### src/rtl/wb_ram_bist.sv
// Wishbone RAM self-test master: writes seed+i to word i, reads back and compares.
// Optional ack watchdog enabled by defining WB_RAM_BIST_TIMEOUT_EN.
module wb_ram_bist #(
  parameter int unsigned DATA_WIDTH     = 32,
  parameter int unsigned ADDR_WIDTH     = 16,
  parameter int unsigned SELECT_WIDTH   = DATA_WIDTH / 8,
  parameter int unsigned TIMEOUT_CYCLES = 255
) (
  input  logic                    clk,
  input  logic                    rst_n,
  input  logic                    start,
  input  logic [ADDR_WIDTH-1:0]   base_addr,
  input  logic [ADDR_WIDTH-1:0]   word_count,
  input  logic [DATA_WIDTH-1:0]   seed,
  output logic                    busy,
  output logic                    done,
  output logic                    pass,
  output logic [15:0]             err_count,
  output logic [ADDR_WIDTH-1:0]   first_err_addr,
  output logic [ADDR_WIDTH-1:0]   wbm_adr_o,
  output logic [DATA_WIDTH-1:0]   wbm_dat_o,
  input  logic [DATA_WIDTH-1:0]   wbm_dat_i,
  output logic                    wbm_we_o,
  output logic [SELECT_WIDTH-1:0] wbm_sel_o,
  output logic                    wbm_stb_o,
  input  logic                    wbm_ack_i,
  input  logic                    wbm_err_i,
  output logic                    wbm_cyc_o
);

  localparam int unsigned CNT_W = 16;

  typedef enum logic [1:0] {ST_IDLE, ST_WRITE, ST_READ, ST_FINISH} state_e;

  state_e                  state_q, state_d;
  logic [ADDR_WIDTH-1:0]   base_q, base_d, count_q, count_d, idx_q, idx_d;
  logic [DATA_WIDTH-1:0]   seed_q, seed_d;
  logic [ADDR_WIDTH-1:0]   adr_q, adr_d, first_q, first_d;
  logic [DATA_WIDTH-1:0]   dat_q, dat_d;
  logic [SELECT_WIDTH-1:0] sel_q, sel_d;
  logic [CNT_W-1:0]        errs_q, errs_d;
  logic we_q, we_d, stb_q, stb_d, cyc_q, cyc_d;
  logic busy_q, busy_d, done_q, done_d, pass_q, pass_d, abort_q, abort_d;

  logic                  tmo_hit;
  logic                  last_word;
  logic [ADDR_WIDTH-1:0] word_adr;
  logic [DATA_WIDTH-1:0] word_pat;

  assign last_word = (idx_q == count_q - ADDR_WIDTH'(1));
  assign word_adr  = base_q + idx_q * ADDR_WIDTH'(SELECT_WIDTH);
  assign word_pat  = seed_q + DATA_WIDTH'(idx_q);

`ifdef WB_RAM_BIST_TIMEOUT_EN
  localparam int unsigned TMO_W = $clog2(TIMEOUT_CYCLES + 1);
  logic [TMO_W-1:0] tmo_q, tmo_d;

  // Counts cycles a strobe has waited without any slave response.
  always_comb begin
    tmo_d = '0;
    if (stb_q && !wbm_ack_i && !wbm_err_i) tmo_d = tmo_q + TMO_W'(1);
  end
  assign tmo_hit = stb_q && !wbm_ack_i && !wbm_err_i &&
                   (tmo_q == TMO_W'(TIMEOUT_CYCLES - 1));

  always_ff @(posedge clk or negedge rst_n) begin
    if (!rst_n) tmo_q <= '0;
    else        tmo_q <= tmo_d;
  end
`else
  assign tmo_hit = 1'b0;
`endif

  always_comb begin
    state_d = state_q;
    base_d  = base_q;
    count_d = count_q;
    seed_d  = seed_q;
    idx_d   = idx_q;
    adr_d   = adr_q;
    dat_d   = dat_q;
    sel_d   = sel_q;
    we_d    = we_q;
    stb_d   = stb_q;
    cyc_d   = cyc_q;
    errs_d  = errs_q;
    first_d = first_q;
    abort_d = abort_q;
    pass_d  = pass_q;

    case (state_q)
      ST_IDLE: begin
        if (start) begin
          base_d  = base_addr;
          count_d = word_count;
          seed_d  = seed;
          idx_d   = '0;
          errs_d  = '0;
          first_d = '0;
          abort_d = 1'b0;
          if (word_count == '0) begin
            state_d = ST_FINISH;
          end else begin
            state_d = ST_WRITE;
            cyc_d   = 1'b1;
            stb_d   = 1'b1;
            we_d    = 1'b1;
            adr_d   = base_addr;
            dat_d   = seed;
            sel_d   = '1;
          end
        end
      end
      ST_WRITE, ST_READ: begin
        if (stb_q && (wbm_err_i || tmo_hit)) begin
          // Bus error wins over a simultaneous ack.
          state_d = ST_FINISH;
          cyc_d   = 1'b0;
          stb_d   = 1'b0;
          we_d    = 1'b0;
          abort_d = 1'b1;
        end else if (stb_q && wbm_ack_i) begin
          stb_d = 1'b0;
          if (state_q == ST_READ && wbm_dat_i != word_pat) begin
            if (errs_q == '0) first_d = adr_q;
            if (errs_q != {CNT_W{1'b1}}) errs_d = errs_q + CNT_W'(1);
          end
          if (!last_word) begin
            idx_d = idx_q + ADDR_WIDTH'(1);
          end else if (state_q == ST_WRITE) begin
            state_d = ST_READ;
            idx_d   = '0;
            we_d    = 1'b0;
          end else begin
            state_d = ST_FINISH;
            cyc_d   = 1'b0;
          end
        end else if (!stb_q) begin
          // One idle cycle after each ack, then present the next word.
          stb_d = 1'b1;
          adr_d = word_adr;
          dat_d = (state_q == ST_WRITE) ? word_pat : '0;
          sel_d = '1;
        end
      end
      ST_FINISH: state_d = ST_IDLE;
      default:   state_d = ST_IDLE;
    endcase

    busy_d = (state_d != ST_IDLE);
    done_d = (state_d == ST_FINISH);
    if (state_d == ST_FINISH && state_q != ST_FINISH)
      pass_d = (errs_d == '0) && !abort_d;
  end

  always_ff @(posedge clk or negedge rst_n) begin
    if (!rst_n) begin
      state_q <= ST_IDLE;
      base_q  <= '0;
      count_q <= '0;
      seed_q  <= '0;
      idx_q   <= '0;
      adr_q   <= '0;
      dat_q   <= '0;
      sel_q   <= '0;
      we_q    <= 1'b0;
      stb_q   <= 1'b0;
      cyc_q   <= 1'b0;
      errs_q  <= '0;
      first_q <= '0;
      abort_q <= 1'b0;
      busy_q  <= 1'b0;
      done_q  <= 1'b0;
      pass_q  <= 1'b0;
    end else begin
      state_q <= state_d;
      base_q  <= base_d;
      count_q <= count_d;
      seed_q  <= seed_d;
      idx_q   <= idx_d;
      adr_q   <= adr_d;
      dat_q   <= dat_d;
      sel_q   <= sel_d;
      we_q    <= we_d;
      stb_q   <= stb_d;
      cyc_q   <= cyc_d;
      errs_q  <= errs_d;
      first_q <= first_d;
      abort_q <= abort_d;
      busy_q  <= busy_d;
      done_q  <= done_d;
      pass_q  <= pass_d;
    end
  end

  assign busy           = busy_q;
  assign done           = done_q;
  assign pass           = pass_q;
  assign err_count      = errs_q;
  assign first_err_addr = first_q;
  assign wbm_adr_o      = adr_q;
  assign wbm_dat_o      = dat_q;
  assign wbm_we_o       = we_q;
  assign wbm_sel_o      = sel_q;
  assign wbm_stb_o      = stb_q;
  assign wbm_cyc_o      = cyc_q;

endmodule

### config.mk
export PLATFORM = sky130hd
export DESIGN_NAME = wb_ram_bist
export DESIGN_NICKNAME = d
export VERILOG_FILES = /design/src/rtl/wb_ram_bist.sv
export SDC_FILE = /design/constraint.sdc
export NUM_CORES = 1
export LEC_CHECK = 0
export ABC_AREA = 0
export CELL_PAD_IN_SITES_DETAIL_PLACEMENT = 1
export CELL_PAD_IN_SITES_GLOBAL_PLACEMENT = 2
export CORE_MARGIN = 1.5
export CORE_UTILIZATION = 30
export DETAILED_ROUTE_END_ITERATION = 10
export PLACE_DENSITY = 0.82
export SLEW_MARGIN = 20
export SYNTH_ARGS = -nofsm -noshare
export SYNTH_HDL_FRONTEND = slang
export SYNTH_SLANG_ARGS = --single-unit
### constraint.sdc
create_clock -name clk -period 6.1 [get_ports clk]
set_input_delay 1.22 -clock clk [delete_from_list [all_inputs] [get_ports clk]]
set_output_delay 1.22 -clock clk [all_outputs]
set_load 0.02 [all_outputs]
==> results of run 1 <==
[timing repair]
item | in CTS | in global routing
gates resized for setup | 0 | 2
setup buffers | 0 | 2
hold endpoints to repair | 0 | 0
endpoints found under the setup margin | 0 | 1
hold buffers | 0 | 0
[cells by family after synthesis]
| family | synth area share (%) |
|---|---|
| XOR/XNOR | 7.576 |
| multiplexers | 8.150 |
| adder cells (fa/ha/maj) | 4.440 |
| flip-flops | 37.55 |
| AO/OA/AOI/OAI | 17.52 |
| buffers and inverters | 4.572 |
| AND/OR/NAND/NOR | 20.20 |
[layout by cell type, fill, tap and decap left out, types with 6 or more instances in the layout]
| cell | instances |
|---|---|
| sky130_fd_sc_hd__or4_1 | 9 |
| sky130_fd_sc_hd__ha_1 | 36 |
| sky130_fd_sc_hd__xor2_1 | 35 |
| sky130_fd_sc_hd__a21oi_1 | 104 |
| sky130_fd_sc_hd__o21ai_0 | 69 |
| sky130_fd_sc_hd__a31oi_1 | 6 |
| sky130_fd_sc_hd__and3_1 | 16 |
| sky130_fd_sc_hd__o2111ai_1 | 6 |
| sky130_fd_sc_hd__nor3_1 | 29 |
| sky130_fd_sc_hd__dfrtp_1 | 170 |
| sky130_fd_sc_hd__or3_1 | 6 |
| sky130_fd_sc_hd__o31ai_1 | 10 |
| sky130_fd_sc_hd__and2_1 | 9 |
| sky130_fd_sc_hd__a21o_1 | 16 |
| sky130_fd_sc_hd__nand3_1 | 61 |
| sky130_fd_sc_hd__xnor2_1 | 50 |
| sky130_fd_sc_hd__buf_4 | 42 |
| sky130_fd_sc_hd__nor4_1 | 16 |
| sky130_fd_sc_hd__nand4_1 | 34 |
| sky130_fd_sc_hd__o21a_1 | 13 |
| sky130_fd_sc_hd__mux2_2 | 66 |
| sky130_fd_sc_hd__nand2_1 | 80 |
| sky130_fd_sc_hd__nand2b_1 | 11 |
| sky130_fd_sc_hd__o211ai_1 | 7 |
| sky130_fd_sc_hd__clkbuf_16 | 17 |
| sky130_fd_sc_hd__a22oi_1 | 27 |
| sky130_fd_sc_hd__nor2_1 | 125 |
| sky130_fd_sc_hd__nor2b_1 | 13 |
| sky130_fd_sc_hd__clkdlybuf4s50_1 | 189 |
| sky130_fd_sc_hd__and4_1 | 10 |
| sky130_fd_sc_hd__inv_1 | 52 |
| sky130_fd_sc_hd__mux2i_1 | 18 |
[worst register-to-register path: stages, from the launching register on]
cell and delay (ns):
sky130_fd_sc_hd__dfrtp_1 0.45, sky130_fd_sc_hd__ha_1 0.51, sky130_fd_sc_hd__a21oi_1 0.59, sky130_fd_sc_hd__o21ai_0 0.39, sky130_fd_sc_hd__and3_1 0.27, sky130_fd_sc_hd__a2111oi_0 0.55
sky130_fd_sc_hd__o21ai_0 0.18, sky130_fd_sc_hd__nor4_1 0.28, sky130_fd_sc_hd__nand4_1 0.26, sky130_fd_sc_hd__nor4_4 0.49, sky130_fd_sc_hd__buf_4 0.20, sky130_fd_sc_hd__nor3_2 0.04
sky130_fd_sc_hd__a2bb2oi_2 0.16, sky130_fd_sc_hd__or4_1 0.55, sky130_fd_sc_hd__or4b_1 0.50, sky130_fd_sc_hd__o32ai_2 0.26
[worst min-delay path by stage]
stage	start	end	slack, ns	depth (start not counted)
final	wbm_cyc_o	wbm_cyc_o	0.48	1
after global routing	wbm_cyc_o	wbm_cyc_o	0.51	1
after CTS	wbm_cyc_o	wbm_cyc_o	0.49	1
after detailed placement	wbm_cyc_o	wbm_cyc_o	0.47	1
after global placement	wbm_we_o	wbm_we_o	0.47	1
after floorplan	seed_q[1]	seed_q[1]	0.48	2
[flip-flops by register name, summed over array words and instances (netlist names), 2 cells and up]
register and count:
base_q 16, count_q 16, err_count 16, first_err_addr 16, idx_q 16, seed_q 32, state_q 2, wbm_adr_o 16
wbm_dat_o 32
[metal layers]
metal / vias up / GRT usage, %
met3: 46 / 3.688
met5: - / 0
met2: 265 / 35.88
met1: 5378 / 30.65
li1: 4967 / -
met4: 2 / 6.672
[area by class of cell]
cell class | count | area (sq um) | share of cell area [%]
Tap cell | 504 | 630.6 | 4.340
Antenna cell | 2 | 5.005 | 0.03445
Multi-Input combinational cell | 976 | 6594 | 45.38
Clock inverter | 13 | 141.4 | 0.9731
Timing Repair Buffer | 234 | 2256 | 15.53
Inverter | 52 | 195.2 | 1.343
Clock buffer | 19 | 452.9 | 3.117
Sequential cell | 170 | 4254 | 29.28
[power by group]
| group | leakage [uW] | switching, uW | internal [uW] |
|---|---|---|---|
| logic | 0.00359 | 2460 | 1750 |
| registers | 0.00207 | 481 | 1620 |
| clock network | 0.000286 | 495 | 628 |
| total | 0.00594 | 3430 | 4000 |
[per-stage QoR]
step	instances	area (sq um)
detailed placement	1933	13890
floorplan	1273	11330
finish	1970	14530
global placement	1933	13890
CTS	1965	14490
global route	1968	14520
==> run summary, run 1 <==
Status -> complete, no violations
Final standard cell utilization of the core -> 39.40%
Post-Route WL -> 42.52 mm
Wire length of the first global-routing pass -> 66.41 mm
Worst hold slack across all endpoints -> 0.4820 ns
Net count after synthesis -> 1413
Worst Reg-to-Reg Cells -> 15
Reg2reg end -> pass
Number of buffers added by the clock tree synthesis step -> 17
Vias in the first global route -> 11110
Die height -> 197.3 um
Number of placement rows -> 70
Worst path setup slack after routing -> 0.3437 ns
Number of endpoints with negative hold slack in the final report -> 0
Total clock sinks -> 170
Sequential element share of the synthesized area -> 37.55%
MaxCap Viol Count -> 0
Netlist area before placement -> 11330 sq um
Aggregate negative setup slack -> 0 ns
Pre-CTS WS -> 0.4288 ns
Most numerous cell in the Yosys netlist -> sky130_fd_sc_hd__dfrtp_1
Post-detail-place hpwl -> 33.00 mm
Final setup violation count -> 0
Areal power density over the cells -> 511.4 nW/um^2
Gp weighted congestion -> 0.9400
Transition time of the tightest slew-check pin -> 0.9456 ns
Clock transition at the registers of the reported paths -> 0.07 ns
Critical Path Fanout Max -> 12
Hold Path Class -> flop to flop
Worst setup path startpoint -> idx_q[15]
Wire length on met1 -> 19.65 mm
Largest net degree at the start of global routing -> 107
Critical Path Sink -> pass
# IOs -> 191
Max Clock Skew -> 0.009994 ns
Crit Reg-Reg Startpoint -> idx_q[15]
Synthesized instance count -> 1273
Overall power of the completed layout -> 7430 uW
Peak per-stage delay on the critical path -> 0.59 ns
Synth top area cells -> sky130_fd_sc_hd__dfrtp_1 (38%), sky130_fd_sc_hd__mux2_2 (6.6%), sky130_fd_sc_hd__a21oi_1 (4.6%)
Number of enable-type register cells in the synthesized netlist -> 0
Series of cell instances along the critical path -> ha_1 > a21oi_1 > o21ai_0 > and3_1 > a2111oi_0 > o21ai_0 > nor4_1 > nand4_1 > nor4_4 > buf_4 > nor3_2 > a2bb2oi_2 > or4_1 > or4b_1 > o32ai_2
Total DRC errors in the routed layout -> 0
Average via count per standard cell -> 5.410
Fraction of layout instances using a drive strength above 1 -> 11.07%
Filler instances -> 4248
Initial core utilization -> 30.73%
Depth of the critical timing path with buffers and inverters included -> 15
Distinct cell type count of the synthesized netlist -> 77
Initial antenna violation count -> 3
Per-cell routed wire length -> 21.59 um
Number of input and output port buffers inserted -> 190
Max transition margin -> 36.48%
Launching element type of the critical path -> flop
Static leakage -> 0.005943 uW
Violation count after the first detailed-route iteration -> 637
Element type at the critical path end -> flop
H-Tree Depth -> 4
Leftover overflow at the end of global routing -> 0
Area share of the leading cell type in the synthesized netlist -> 37.55%
Critical Path Slowest Stage Cell -> sky130_fd_sc_hd__a21oi_1
Top routing layer in use -> met5
Clock tree from TritonCTS -> done
Mean cell area of the mapped netlist -> 8.900 sq um
Largest buffer count on any clock path -> 2
Most frequently used flop master after synthesis -> sky130_fd_sc_hd__dfrtp_1
FF+latch count, synth -> 170
Number of slew-limit violations in the final report -> 0
Synth cell count leaders -> sky130_fd_sc_hd__dfrtp_1 (170), sky130_fd_sc_hd__nor2_1 (125), sky130_fd_sc_hd__a21oi_1 (105)
Data required time at the worst endpoint -> 6.46 ns
Register-to-Register Setup Slack -> 0.34 ns
Nets -> 1591
Crit path kind -> flop to flop
Family with the most delay on the worst path -> simple AND/OR/NAND/NOR gates
Combined buffer and inverter count along the critical path -> 1
Maximum clock rate -> 173.7 MHz
Remaining antenna violation count after routing -> 0
Detailed-routing iteration count for the pre-antenna-repair pass -> 5
Clock latency of the later-clocked register in the worst-skew pair -> 0.45 ns
Critical path data arrival time -> 6.12 ns
Proportion of register bits with asynchronous set or reset after synthesis -> 100.0%
Buffer cell driving the clock tree root -> sky130_fd_sc_hd__clkbuf_16
Total core area -> 36870 sq um
Chip Width -> 197.3 um
VDD IR-drop max -> 0.0002534 V
Number of warnings reported in the yosys synthesis log -> 0
Global router's overall resource usage -> 22.31%
Minimum clock period -> 5.756 ns
Area added between synthesis and finish -> 28.24%
Area enclosed by the die boundary -> 38940 sq um
Crit path top cell by count -> sky130_fd_sc_hd__o21ai_0
Routed length on met2 -> 19.84 mm
Synth area leader -> sky130_fd_sc_hd__dfrtp_1
Overall via count from detail_route -> 10660
Fin crit share -> 94.37%
Wire length on met3 -> 2.226 mm
Setup repair after global routing missed its margin -> false
No activity file was read; power rests on OpenSTA's default activity.
==> inputs of run 2 (changes only) <==
--- a/config.mk
+++ b/config.mk
@@ -9,9 +9,10 @@
 export CELL_PAD_IN_SITES_DETAIL_PLACEMENT = 1
 export CELL_PAD_IN_SITES_GLOBAL_PLACEMENT = 2
 export CORE_MARGIN = 1.5
-export CORE_UTILIZATION = 30
+export CORE_UTILIZATION = 33
 export DETAILED_ROUTE_END_ITERATION = 10
-export PLACE_DENSITY = 0.82
+export PLACE_DENSITY = 0.88
+export SKIP_CTS_REPAIR_TIMING = 1
 export SLEW_MARGIN = 20
 export SYNTH_ARGS = -nofsm -noshare
 export SYNTH_HDL_FRONTEND = slang
==> run 2 against run 1 <==
  * Largest cell class unchanged
  * Hold slack better by 0.0024 ns
  * Utilization up 3.6 points
  * Critical path type unchanged
  * Register-to-register slack improved by 0.08 ns
==> run summary, run 2 (synthesis gave the netlist of run 1 again) <==
MaxCap Viol Count -> 0 (unchanged)
Initial core utilization -> 33.62% (+2.9 points)
Family with the most delay on the worst path -> simple AND/OR/NAND/NOR gates
Overall via count from detail_route -> 10720 (+0.56%)
Remaining antenna violation count after routing -> 0 (unchanged)
Fin crit share -> 93.04% (-1.3 points)
Crit path kind -> flop to flop
Setup repair after global routing missed its margin -> false
Area enclosed by the die boundary -> 35450 sq um (-9.0%)
Number of slew-limit violations in the final report -> 0 (unchanged)
Commonest cells after routing, fill and taps aside -> sky130_fd_sc_hd__clkdlybuf4s50_1 (189), sky130_fd_sc_hd__dfrtp_1 (170), sky130_fd_sc_hd__nor2_1 (125)
Nets -> 1590 (-0.063%)
Data required time at the worst endpoint -> 6.47 ns (about the same)
Violation count after the first detailed-route iteration -> 897 (+41%)
Buffer cell driving the clock tree root -> sky130_fd_sc_hd__clkbuf_16
Series of cell instances along the critical path -> ha_1 > a21oi_1 > o21ai_0 > and3_1 > a2111oi_0 > o21ai_0 > nor4_1 > nand4_1 > nor4_4 > buf_4 > nor4_1 > o21a_1 > nor4_1 > or4b_1 > o32ai_2
Combined buffer and inverter count along the critical path -> 1 (unchanged)
Static leakage -> 0.005965 uW (+0.37%)
Critical path data arrival time -> 6.04 ns (-0.08 ns)
Post-detail-place hpwl -> 32.24 mm (-2.3%)
Pre-CTS WS -> 0.2198 ns (-0.2090 ns)
Initial antenna violation count -> 1 (-2)
Areal power density over the cells -> 521.8 nW/um^2 (+2.0%)
Maximum clock rate -> 176.2 MHz (+1.4%)
Detailed-routing iteration count for the pre-antenna-repair pass -> 5 (unchanged)
Diode insertion count for antenna repair -> 0 (-2)
Post-Route WL -> 41.86 mm (-1.6%)
Gp weighted congestion -> 0.9929 (+5.6%)
Critical Path Slowest Stage Cell -> sky130_fd_sc_hd__a21oi_1
Max transition margin -> 26.48% (-10 points)
Clock tree from TritonCTS -> done
Global router's overall resource usage -> 23.67% (+1.4 points)
# IOs -> 191 (unchanged)
Area added between synthesis and finish -> 27.86%
Largest buffer count on any clock path -> 2 (unchanged)
Post-placement cell count -> 1879 (-2.8%)
Per-cell routed wire length -> 21.90 um (+1.5%)
Aggregate negative setup slack -> 0 ns (unchanged)
Largest net degree at the start of global routing -> 87 (-19%)
Worst path setup slack after routing -> 0.4245 ns (+0.08078 ns)
Number of input and output port buffers inserted -> 190 (unchanged)
Leftover overflow at the end of global routing -> 0 (unchanged)
Post-route non-filler standard cell count -> 1911 (-3.0%)
Clock transition at the registers of the reported paths -> 0.08 ns (about the same)
Total clock sinks -> 170 (unchanged)
VDD IR-drop max -> 0.0003008 V (+19%)
Number of endpoints with negative hold slack in the final report -> 0 (unchanged)
Chip Width -> 188.3 um (-4.6%)
Final setup violation count -> 0 (unchanged)
Crit path top cell by count -> sky130_fd_sc_hd__nor4_1
Average via count per standard cell -> 5.609 (+3.7%)
Final standard cell utilization of the core -> 42.99% (+3.6 points)
Peak per-stage delay on the critical path -> 0.57 ns (-0.02 ns)
Overall power of the completed layout -> 7560 uW (+1.7%)
Total DRC errors in the routed layout -> 0 (unchanged)
Fraction of layout instances using a drive strength above 1 -> 10.94% (-0.13 points)
Launching element type of the critical path -> flop
Die height -> 188.3 um (-4.6%)
Status -> complete, no violations
H-Tree Depth -> 4 (unchanged)
Filler instances -> 3921 (-7.7%)
Vias in the first global route -> 10880 (-2.1%)
Number of buffers added by the clock tree synthesis step -> 17 (unchanged)
Critical Path Fanout Max -> 13 (+1)
Element type at the critical path end -> flop
Max Clock Skew -> 0.01890 ns (+0.008909 ns)
Minimum clock period -> 5.676 ns (-0.08078 ns)
Wire length of the first global-routing pass -> 64.92 mm (-2.2%)
Total core area -> 33700 sq um (-8.6%)
Hold Path Class -> flop to flop
Most common library cell in the layout ignoring fill and taps -> sky130_fd_sc_hd__clkdlybuf4s50_1
Clock latency of the later-clocked register in the worst-skew pair -> 0.46 ns (about the same)
Number of placement rows -> 67 (-4.3%)
Transition time of the tightest slew-check pin -> 1.103 ns (+0.1572 ns)
-- run 2: worst paths after layout --
kind                           start          to  slack, ns  cells past startpoint
max                        idx_q[15]        pass       0.42                     15
min                        wbm_cyc_o   wbm_cyc_o       0.48                      1
max reg2reg                idx_q[15]        pass       0.42                     15
min reg2reg                wbm_cyc_o   wbm_cyc_o       0.48                      1
max in group asynchronous      rst_n   idx_q[13]       4.13                      2
min in group asynchronous      rst_n  count_q[3]       0.80                      1
-- run 2: metal layers --
metal	wire length [um]	track usage [%]	share of wire [%]
met4	929	7.051	2.2
met5	0	0	0
met1	19530	33.39	47
met3	1981	2.868	4.7
met2	19420	37.98	46
-- run 2: per-stage QoR --
stage / hold WS (ns) / area, sq um
after floorplan: 0.4753 / 11330
after global placement: 0.4733 / 13830
after detailed placement: 0.4734 / 13830
after CTS: 0.4901 / 14480
after global routing: 0.5099 / 14490
final: 0.4845 / 14490
-- run 2: layout make-up --
| class | count | area (sq um) | share of cell area, % |
|---|---|---|---|
| Inverter | 52 | 195.2 | 1.347 |
| Multi-Input combinational cell | 976 | 6588 | 45.47 |
| Clock buffer | 17 | 425.4 | 2.937 |
| Sequential cell | 170 | 4254 | 29.37 |
| Tap cell | 448 | 560.5 | 3.869 |
| Clock inverter | 15 | 225.2 | 1.555 |
| Timing Repair Buffer | 233 | 2238 | 15.45 |
-- run 2: where the power goes --
part,switching (uW),internal [uW],total [uW]
combinational,2450,1740,4190
clock,542,704,1250
sequential,505,1620,2120
